$ cat src/rtl/mem_port_arbiter.sv
`default_nettype none
// ============================================================================
// Module   : mem_port_arbiter
// Purpose  : Shares one memory port between instruction-fetch and data ports.
//            Round-robin arbitration is enabled by MEM_ARB_ROUND_ROBIN_EN;
//            otherwise the data port has fixed priority.
// Revision : 1.0 - initial release
// ============================================================================
module mem_port_arbiter #(
    parameter int ADDR_W = 16,
    parameter int DATA_W = 16,
    parameter int MASK_W = 2
) (
    input  logic              clk,
    input  logic              rst_n,
    input  logic              i_read,
    input  logic [ADDR_W-1:0] i_address,
    output logic [DATA_W-1:0] i_rdata,
    output logic              i_resp,
    input  logic              d_read,
    input  logic              d_write,
    input  logic [ADDR_W-1:0] d_address,
    input  logic [DATA_W-1:0] d_wdata,
    input  logic [MASK_W-1:0] d_byte_enable,
    output logic [DATA_W-1:0] d_rdata,
    output logic              d_resp,
    output logic              mem_read,
    output logic              mem_write,
    output logic [ADDR_W-1:0] mem_address,
    output logic [DATA_W-1:0] mem_wdata,
    output logic [MASK_W-1:0] mem_byte_enable,
    input  logic [DATA_W-1:0] mem_rdata,
    input  logic              mem_resp,
    output logic              busy
);

    typedef enum logic [1:0] {
        IDLE   = 2'd0,
        BUSY_I = 2'd1,
        BUSY_D = 2'd2,
        DONE   = 2'd3
    } state_t;

    state_t            state_q;
    logic              mem_read_q;
    logic              mem_write_q;
    logic [ADDR_W-1:0] addr_q;
    logic [DATA_W-1:0] wdata_q;
    logic [MASK_W-1:0] be_q;

    logic w_d_req;
    logic w_any_req;
    logic w_grant_d;

`ifdef MEM_ARB_ROUND_ROBIN_EN
    // 1 = data port was served last, so instruction port wins the next tie.
    logic rr_last_q;
`endif

    always_comb begin
        w_d_req   = d_read | d_write;
        w_any_req = w_d_req | i_read;
`ifdef MEM_ARB_ROUND_ROBIN_EN
        w_grant_d = w_d_req & (~i_read | ~rr_last_q);
`else
        w_grant_d = w_d_req;
`endif
    end

    always_ff @(posedge clk or negedge rst_n) begin
        if (!rst_n) begin
            state_q     <= IDLE;
            mem_read_q  <= 1'b0;
            mem_write_q <= 1'b0;
            addr_q      <= '0;
            wdata_q     <= '0;
            be_q        <= '1;
`ifdef MEM_ARB_ROUND_ROBIN_EN
            rr_last_q   <= 1'b1;
`endif
        end else begin
            case (state_q)
                IDLE: begin
                    if (w_any_req) begin
`ifdef MEM_ARB_ROUND_ROBIN_EN
                        rr_last_q <= w_grant_d;
`endif
                        if (w_grant_d) begin
                            // A simultaneous read+write is served as a write.
                            state_q     <= BUSY_D;
                            addr_q      <= d_address;
                            wdata_q     <= d_wdata;
                            be_q        <= d_byte_enable;
                            mem_write_q <= d_write;
                            mem_read_q  <= ~d_write;
                        end else begin
                            state_q     <= BUSY_I;
                            addr_q      <= i_address;
                            be_q        <= '1;
                            mem_write_q <= 1'b0;
                            mem_read_q  <= 1'b1;
                        end
                    end
                end
                BUSY_I, BUSY_D: begin
                    if (mem_resp) begin
                        state_q     <= DONE;
                        mem_read_q  <= 1'b0;
                        mem_write_q <= 1'b0;
                    end
                end
                DONE: begin
                    state_q <= IDLE;
                end
                default: begin
                    state_q <= IDLE;
                end
            endcase
        end
    end

    assign mem_read        = mem_read_q;
    assign mem_write       = mem_write_q;
    assign mem_address     = addr_q;
    assign mem_wdata       = wdata_q;
    assign mem_byte_enable = be_q;
    assign busy            = (state_q != IDLE);

    // Responses are steered combinationally so the winner sees mem_resp in the same cycle.
    assign i_resp  = (state_q == BUSY_I) & mem_resp;
    assign d_resp  = (state_q == BUSY_D) & mem_resp;
    assign i_rdata = mem_rdata;
    assign d_rdata = mem_rdata;

endmodule
`default_nettype wire

$ cat config.mk
export PLATFORM = sky130hd
export DESIGN_NAME = mem_port_arbiter
export DESIGN_NICKNAME = d
export VERILOG_FILES = /design/src/rtl/mem_port_arbiter.sv
export SDC_FILE = /design/constraint.sdc
export NUM_CORES = 1
export LEC_CHECK = 0
export CAP_MARGIN = 30
export CORE_MARGIN = 3
export CORE_UTILIZATION = 30
export CTS_BUF_LIST = sky130_fd_sc_hd__clkbuf_8
export CTS_CLUSTER_SIZE = 25
export DETAILED_ROUTE_END_ITERATION = 6
export HOLD_SLACK_MARGIN = 0.06
export PLACE_DENSITY = 0.71
export SETUP_SLACK_MARGIN = 0.4
export SYNTH_ARGS = -nofsm -noshare
export SYNTH_HDL_FRONTEND = slang
export SYNTH_SLANG_ARGS = --single-unit
$ cat constraint.sdc
create_clock -name clk -period 1.9 [get_ports clk]
set_input_delay 0.38 -clock clk [delete_from_list [all_inputs] [get_ports clk]]
set_output_delay 0.38 -clock clk [all_outputs]
set_load 0.01 [all_outputs]
Word level (Yosys, flattened, before mapping)
Index checks and enable logic that the tools add are counted.
Word-level totals
  register bits: 38
  bits in latches: 0
  bits in writable memories: 0
  bits in read-only memories: 0
  output and inout bits: 71
  memories: 0
Operators by class
  add/sub/neg operators: 0
  $mul: 0
  div/mod/pow operators: 0
  magnitude comparators: 0
  equal/unequal tests: 5
  shift-type cells: 0
  multiplexer cells: 13
  bitwise operators: 5
  reduce and logical (&&, ||, !) cells: 8
Operator list (number)
  two-way mux 16 bit: 1
  two-way mux 2 bit: 4
  one-hot mux 2 bit (3 select lines): 1
  AND reduction 3 bit: 2
  two-way mux 1 bit: 5
  equality test 2 bit (second input constant): 2
  inequality test 2 bit (second input constant): 2
  one-hot mux 1 bit (2 select lines): 2
  AND reduction 2 bit: 2
  nonzero test 2 bit: 2
  bitwise AND 1 bit: 2
  equality test 2 x 1 -> 1 bit (second input constant): 1
  zero test 2 bit: 1
  OR 1 bit: 2
  OR reduction 2 bit: 1
  NOT 1 bit: 1

Longest topological paths before layout
Gate-level depths: netlist of the first run.
  word-level depth: 4
  depth in mapped cells: 7
  depth with buffers taken out: 5

Worst setup path before layout of the first run
OpenSTA, ideal clock, no wires.
  path kind: register to register
  start: register state_q[0]
  end: register wdata_q[0] (netlist: mem_wdata[0])
  data arrival time: 1.372 ns
  path slack: 0.403 ns
  stages on the path, launching flop included: 7
  clock period less this slack: 1.497 ns
  cells stage by stage: dfrtp_1 inv_1 ha_1 buf_2 o21ai_4 buf_6 mux2_4
Between the ends
  longest elaborated chain between the ends: 2
Ends and longest elaborated chain
  start: declaration: RTL line 44  | state_t state_q;
  start signal: assignment: RTL line 72  | state_q <= IDLE;
  start signal: assignment: RTL line 90  | state_q <= BUSY_D;
  start signal: assignment: RTL line 97  | state_q <= BUSY_I;
  zero test 2 bit: RTL line 82  | case (state_q)
  AND reduction 3 bit (no source line)
  end signal: assignment: RTL line 92  | wdata_q <= d_wdata;
  end: declaration: RTL line 48  | logic [DATA_W-1:0] wdata_q;
Every way passes these cells.
A chain may end at the register's enable or synchronous reset.

Final worst setup path of the first run
  start: register state_q[1]
  end: output port d_resp
Between the ends
  longest elaborated chain between the ends: 2
Ends and longest elaborated chain
  equality test 2 bit: RTL line 131  | assign d_resp = (state_q == BUSY_D) & mem_resp;
  bitwise AND 1 bit: RTL line 131
  end: declaration: RTL line 26  | output logic d_resp,
Every way passes these cells.

==> results.ini, run 1 <==
[global_routing]
grt_pass1_wl_mm = 7.18
grt_usage_pct = 12.1
antenna_found_initial = 0
grt_max_degree = 33
overflow = 0
grt_pass1_vias = 1490

[yosys]
syn_inst = 171
synthArstFlopShare_pct = 100
synth.cell_area_sq_um = 2010
ys_seq_area_share_pct = 47.3
synth-edff-count = 0
synth_common_cells = 36 x dfrtp_1, 33 x buf_4, 19 x mux2i_1
ys_ff_latch = 38
ys.flop_type = dfrtp_1
yosysTopAreaCellShare_pct = 44.7
synth_nets = 247
ys_warn_count = 0
synth_area_leaders = dfrtp_1 45%, buf_4 12%, mux2i_1 9.4%
avgSynthCellArea_sq_um = 11.8
synth_most_common_cell = dfrtp_1
yosysTopAreaCell = dfrtp_1
synth_cell_types = 24

[setup_path]
crit_family = flip-flops
arrival_ps = 1240
path_buf_inv = 2
critical_path_class = reg -> out
r2r_cells = 6
cp.required_ps = 1520
critPathMaxFanout = 2
startpoint_type = flop
path_cells = buf_4 > ha_4 > and2_1 > buf_2
end_kind = output port
critPathMaxStageDelay_ps = 400
cp.depth = 4
critPathSlowestCell = dfrtp_1

[clock_tree]
clk-insertion-delay-late_ps = 290
cts_tree = built
cts_sinks = 38
clk_path_buf_depth = 2
cts_max_level = 2
root_buffer = clkbuf_8
cts_made_buffers = 5
clkTransAtPathRegs_ps = 80

[route]
ant_nets = 0
drt-vias-per-instance = 4.45
drt_iter0_drc = 30
dr_total_vias = 1467
wl_per_cell_microns = 14.1
drc = 0
first_pass_iters = 4
routed_wl_mm = 4.67

[sta]
worst_pin_slew_ps = 465
max-slew-margin-rel_pct = 69.0
hold_viol_final = 0
fin_ws_ps = 281
min_period_over_period_pct = 85.2
finalHoldWorstSlack_ps = 482
maxSlewViolCount = 0
period_minus_slack_ps = 1620
timing.fmax_ghz = 0.618
setup_violations = 0
finalClockSkew_ps = 4.70
rsz0062_at_grt = yes

[cells_and_area]
layout-drive-gt1-share_pct = 22.5
fin_util_pct = 47.4
syn_to_final_growth_pct = 51.2
multi_input_area_sq_um = 777
regArea_sq_um = 953
fin_nets = 328
n_antenna_cell = 0
fillers = 621

[placed_design]
pre_cts_ws_ps = -4.39
io_buffers = 94
place_congestion = 0.769
dp_hpwl_mm = 3.45

[power]
vdd_ir_drop_max_mv = 0.630
power_per_cell_area_nw_per_um2 = 1380
total_power_w = 0.00420
p_leak_nw = 1.42

[flow_run]
drv_cap = 0

[floorplan]
die-area_sq_um = 7730
rows = 29
die_w_microns = 87.9
fp.dieH_microns = 87.9
io_pins = 143
initial_utilization_pct = 31.4
core_area_sq_um = 6420

[min_path]
hold_class = reg -> reg
holdPathStages = 2

[outcome]
status = finished, final reports clean

[cells in the final DEF, fill, tap and decap left out, drive strengths merged]
| master | count |
|---|---|
| clkdlybuf4s15 | 1 |
| nand2 | 16 |
| dlygate4sd3 | 1 |
| o2bb2ai | 2 |
| clkinv | 1 |
| inv | 6 |
| a21oi | 2 |
| buf | 20 |
| and2 | 2 |
| dfstp | 2 |
| a32oi | 1 |
| o31a | 1 |
| clkdlybuf4s50 | 52 |
| o31ai | 1 |
| o21ai | 17 |
| a32o | 1 |
| dfrtp | 36 |
| nor2 | 3 |
| ha | 4 |
| clkbuf | 9 |
| mux2 | 17 |
| o22a | 2 |
| nand2b | 1 |
| dlygate4sd2 | 36 |
| mux2i | 19 |
[metal layers]
metal  GRT usage, %  share of wire (%)  up-vias  routed length (microns)
met5              0                  0        -                        0
met3           5.27                 11       10                      492
met2           19.6                 48       66                     2250
met4           4.74                1.4        0                       64
met1           14.2                 40      675                     1860
li1               -                  -      716                        -
[path summary, 6_finish.rpt]
kind                                start                 end  slack [ps]
max in group asynchronous           rst_n  mem_byte_enable[1]         780
setup / recovery               state_q[1]              d_resp         280
min in group asynchronous           rst_n          state_q[1]         570
hold reg to reg            mem_address[6]      mem_address[6]         480
setup reg to reg               state_q[1]       mem_wdata[10]         340
hold / removal             mem_address[6]      mem_address[6]         480
[stage by stage]
| step | setup TNS, ps | std cells | instance area (sq um) |
|---|---|---|---|
| floorplan | 0 | 171 | 2010 |
| global placement | 0 | 313 | 2870 |
| detailed placement | -6.98 | 313 | 2870 |
| CTS | 0 | 328 | 2990 |
| global route | 0 | 330 | 3050 |
| finish | 0 | 330 | 3050 |
[kinds of logic after synthesis]
group | after synthesis | synth area share (%)
flip-flops | 38 | 47.3
multiplexers | 36 | 20.4
adder cells (fa/ha/maj) | 4 | 2.48
AND/OR/NAND/NOR | 22 | 4.60
buffers and inverters | 44 | 15.3
AO/OA/AOI/OAI | 27 | 9.81
[final cells by class]
type | count | share of cell area [%]
multi-input combinational | 89 | 25.5
tap | 77 | 3.16
inverter | 5 | 0.616
clock inverter | 2 | 0.287
clock buffer | 6 | 2.71
sequential | 38 | 31.3
timing repair buffer | 113 | 36.4
[sequential cells by signal, summed over array words and instances, names as in the netlist]
register         flops
mem_read             1
mem_address         16
mem_wdata           16
state_q              2
mem_byte_enable      2
mem_write            1
[tightest hold or removal path: cells and delay by family, from the launching register on]
family,cells,cell delay [ps]
compound gates,1,60
flops,1,340
simple gates,1,50
[power breakdown]
group | switching, W | internal, W | total (W)
combinational | 0.000960 | 0.00125 | 0.00221
sequential | 0.000194 | 0.00122 | 0.00142
clock | 0.000283 | 0.000288 | 0.000571
[timing repair]
item | 4_1_cts | 5_1_grt
gates resized for setup | 54 | 10
hold buffers | 1 | 0
pin swaps | 2 | 3
setup endpoints to repair | 57 | 24
cloned | 1 | 1
hold endpoints to repair | 18 | 0
setup buffers | 5 | 1
Note: power is estimated with default switching activity, not from simulation.
==> inputs of run 2 (changes only) <==
--- a/config.mk
+++ b/config.mk
@@ -6,6 +6,7 @@
 export NUM_CORES = 1
 export LEC_CHECK = 0
 export CAP_MARGIN = 30
+export CORE_ASPECT_RATIO = 0.8
 export CORE_MARGIN = 3
 export CORE_UTILIZATION = 30
 export CTS_BUF_LIST = sky130_fd_sc_hd__clkbuf_8
==> run 2 against run 1 <==
Against the previous run: power increased by 8.2%; critical endpoint is now i_resp; design area increased by 3.9%; critical path depth unchanged; largest power group unchanged; highest routed layer unchanged; non-clock buffer count increased by 1; clock power decreased by 2%.
==> results.ini, run 2 (synthesis gave the netlist of run 1 again) <==
[floorplan]
rows = 26  ; was 29
initial_utilization_pct = 31.3  ; was 31.4%
core_area_sq_um = 6440  ; was 6420 sq um
die-area_sq_um = 7740  ; was 7730 sq um
io_pins = 143  ; unchanged
fp.dieH_microns = 79.3  ; was 87.9 microns
die_w_microns = 97.6  ; was 87.9 microns

[min_path]
hold_class = in -> async  ; was reg -> reg

[global_routing]
grt_pass1_vias = 1507  ; was 1490
overflow = 0  ; unchanged
grt_pass1_wl_mm = 7.55  ; was 7.18 mm
grt_max_degree = 39  ; was 33
antenna_found_initial = 0  ; unchanged
grt_usage_pct = 12.1  ; about the same

[clock_tree]
clk_path_buf_depth = 2  ; unchanged
cts_made_buffers = 5  ; unchanged
cts_sinks = 38  ; unchanged
root_buffer = clkbuf_8  ; unchanged
clk-insertion-delay-late_ps = 280  ; was 290 ps
clkTransAtPathRegs_ps = 70  ; was 80 ps
cts_tree = built  ; unchanged
cts_max_level = 2  ; unchanged

[cells_and_area]
layout-drive-gt1-share_pct = 24.0  ; was 22.5%
n_antenna_cell = 0  ; unchanged
syn_to_final_growth_pct = 57.2  ; was 51.2%
layout_common_cells = 51 x clkdlybuf4s50_1, 37 x dlygate4sd2_1, 36 x dfrtp_1  ; was 52 x clkdlybuf4s50_1, 36 x dlygate4sd2_1, 36 x dfrtp_1
final_common_cell = clkdlybuf4s50_1  ; unchanged
final_cells = 338  ; was 330
fin_nets = 329  ; was 328
fin_util_pct = 49.2  ; was 47.4%

[sta]
finalClockSkew_ps = 6.19  ; was 4.70 ps
worst_pin_slew_ps = 484  ; was 465 ps
max-slew-margin-rel_pct = 67.7  ; was 69.0%
setup_tns_ps = 0  ; unchanged
maxSlewViolCount = 0  ; unchanged
min_period_over_period_pct = 83.1  ; was 85.2%
timing.fmax_ghz = 0.633  ; was 0.618 GHz
rsz0062_at_grt = yes  ; unchanged
setup_violations = 0  ; unchanged
period_minus_slack_ps = 1580  ; was 1620 ps
fin_ws_ps = 321  ; was 281 ps
hold_viol_final = 0  ; unchanged

[setup_path]
critical_path_class = reg -> out  ; unchanged
end_kind = output port  ; unchanged
startpoint_type = flop  ; unchanged
cp.required_ps = 1520  ; about the same
critPathMaxFanout = 2  ; unchanged
r2r_cells = 6  ; unchanged
arrival_ps = 1200  ; was 1240 ps

[outcome]
status = finished, final reports clean  ; unchanged

[power]
vdd_ir_drop_max_mv = 0.699  ; was 0.630 mV
total_power_w = 0.00454  ; was 0.00420 W
p_leak_nw = 1.49  ; was 1.42 nW
power_per_cell_area_nw_per_um2 = 1430  ; was 1380 nW/um^2

[placed_design]
placed_cells = 319  ; was 313
place_congestion = 0.733  ; was 0.769
dp_hpwl_mm = 3.39  ; was 3.45 mm
io_buffers = 94  ; unchanged
pre_cts_ws_ps = -4.97  ; was -4.39 ps

[route]
drt-vias-per-instance = 4.43  ; was 4.45
first_pass_iters = 4  ; unchanged
routed_wl_mm = 4.99  ; was 4.67 mm
wl_per_cell_microns = 14.8  ; was 14.1 microns
ant_nets = 0  ; unchanged
drc = 0  ; unchanged
dr_total_vias = 1497  ; was 1467
drt_iter0_drc = 24  ; was 30

[flow_run]
drv_cap = 0  ; unchanged

[run 2: changes by cell type in the layout (fill, tap and decap cells not counted), moves of 2 or more]
cell	before	now
mux2_2	9	2
mux2_4	8	15
buf_6	5	8
buf_4	8	6
clkbuf_2	2	0
[run 2: final timing paths]
path                            startpoint                  to  slack, ps
setup / recovery                state_q[0]              i_resp        320
hold / removal                       rst_n      mem_address[6]        140
setup reg to reg                state_q[0]          state_q[1]        350
hold reg to reg            mem_address[10]     mem_address[10]        480
max in group asynchronous            rst_n  mem_byte_enable[0]       1400
min in group clk           mem_address[10]     mem_address[10]        480
[run 2: layout make-up]
class | instances | area, sq um
sequential | 38 | 953
inverter | 5 | 18.8
timing repair buffer | 114 | 1160
clock buffer | 6 | 82.6
clock inverter | 2 | 8.76
multi-input combinational | 89 | 833
fill | 604 | 3270
tap | 84 | 105
[run 2: critical path, stage by stage (launching register included)]
cell and delay [ps]:
dfrtp_1 410, buf_6 130, ha_4 140, and2_1 120, buf_2 130
[run 2: metal layers]
metal / share of wire [%] / up-vias / track usage, %
li1: - / 715 / -
met1: 40 / 700 / 14.6
met2: 47 / 78 / 18.6
met3: 12 / 4 / 7.29
met4: 0.58 / 0 / 2.49
met5: 0 / - / 0
[run 2: where the power goes]
part	leakage (nW)	internal, W	switching [W]
Clock	0.0524	0.000287	0.000270
Combinational	0.975	0.00149	0.00107
Sequential	0.458	0.00122	0.000203
[run 2: repair_timing]
action | in CTS | in global routing
pin swaps | 2 | 4
resized for setup | 53 | 26
gates cloned | 1 | 2
buffers inserted | 6 | 2
setup endpoints to repair | 56 | 17
hold buffers | 0 | 0
hold endpoints to repair | 0 | 0
[run 2: per-stage QoR]
step                      hold WS, ps  cell area (sq um)
final                             141               3170
after CTS                         155               3000
after detailed placement          462               2870
after global routing              187               3170
after global placement            458               2870
after floorplan                  84.4               2010
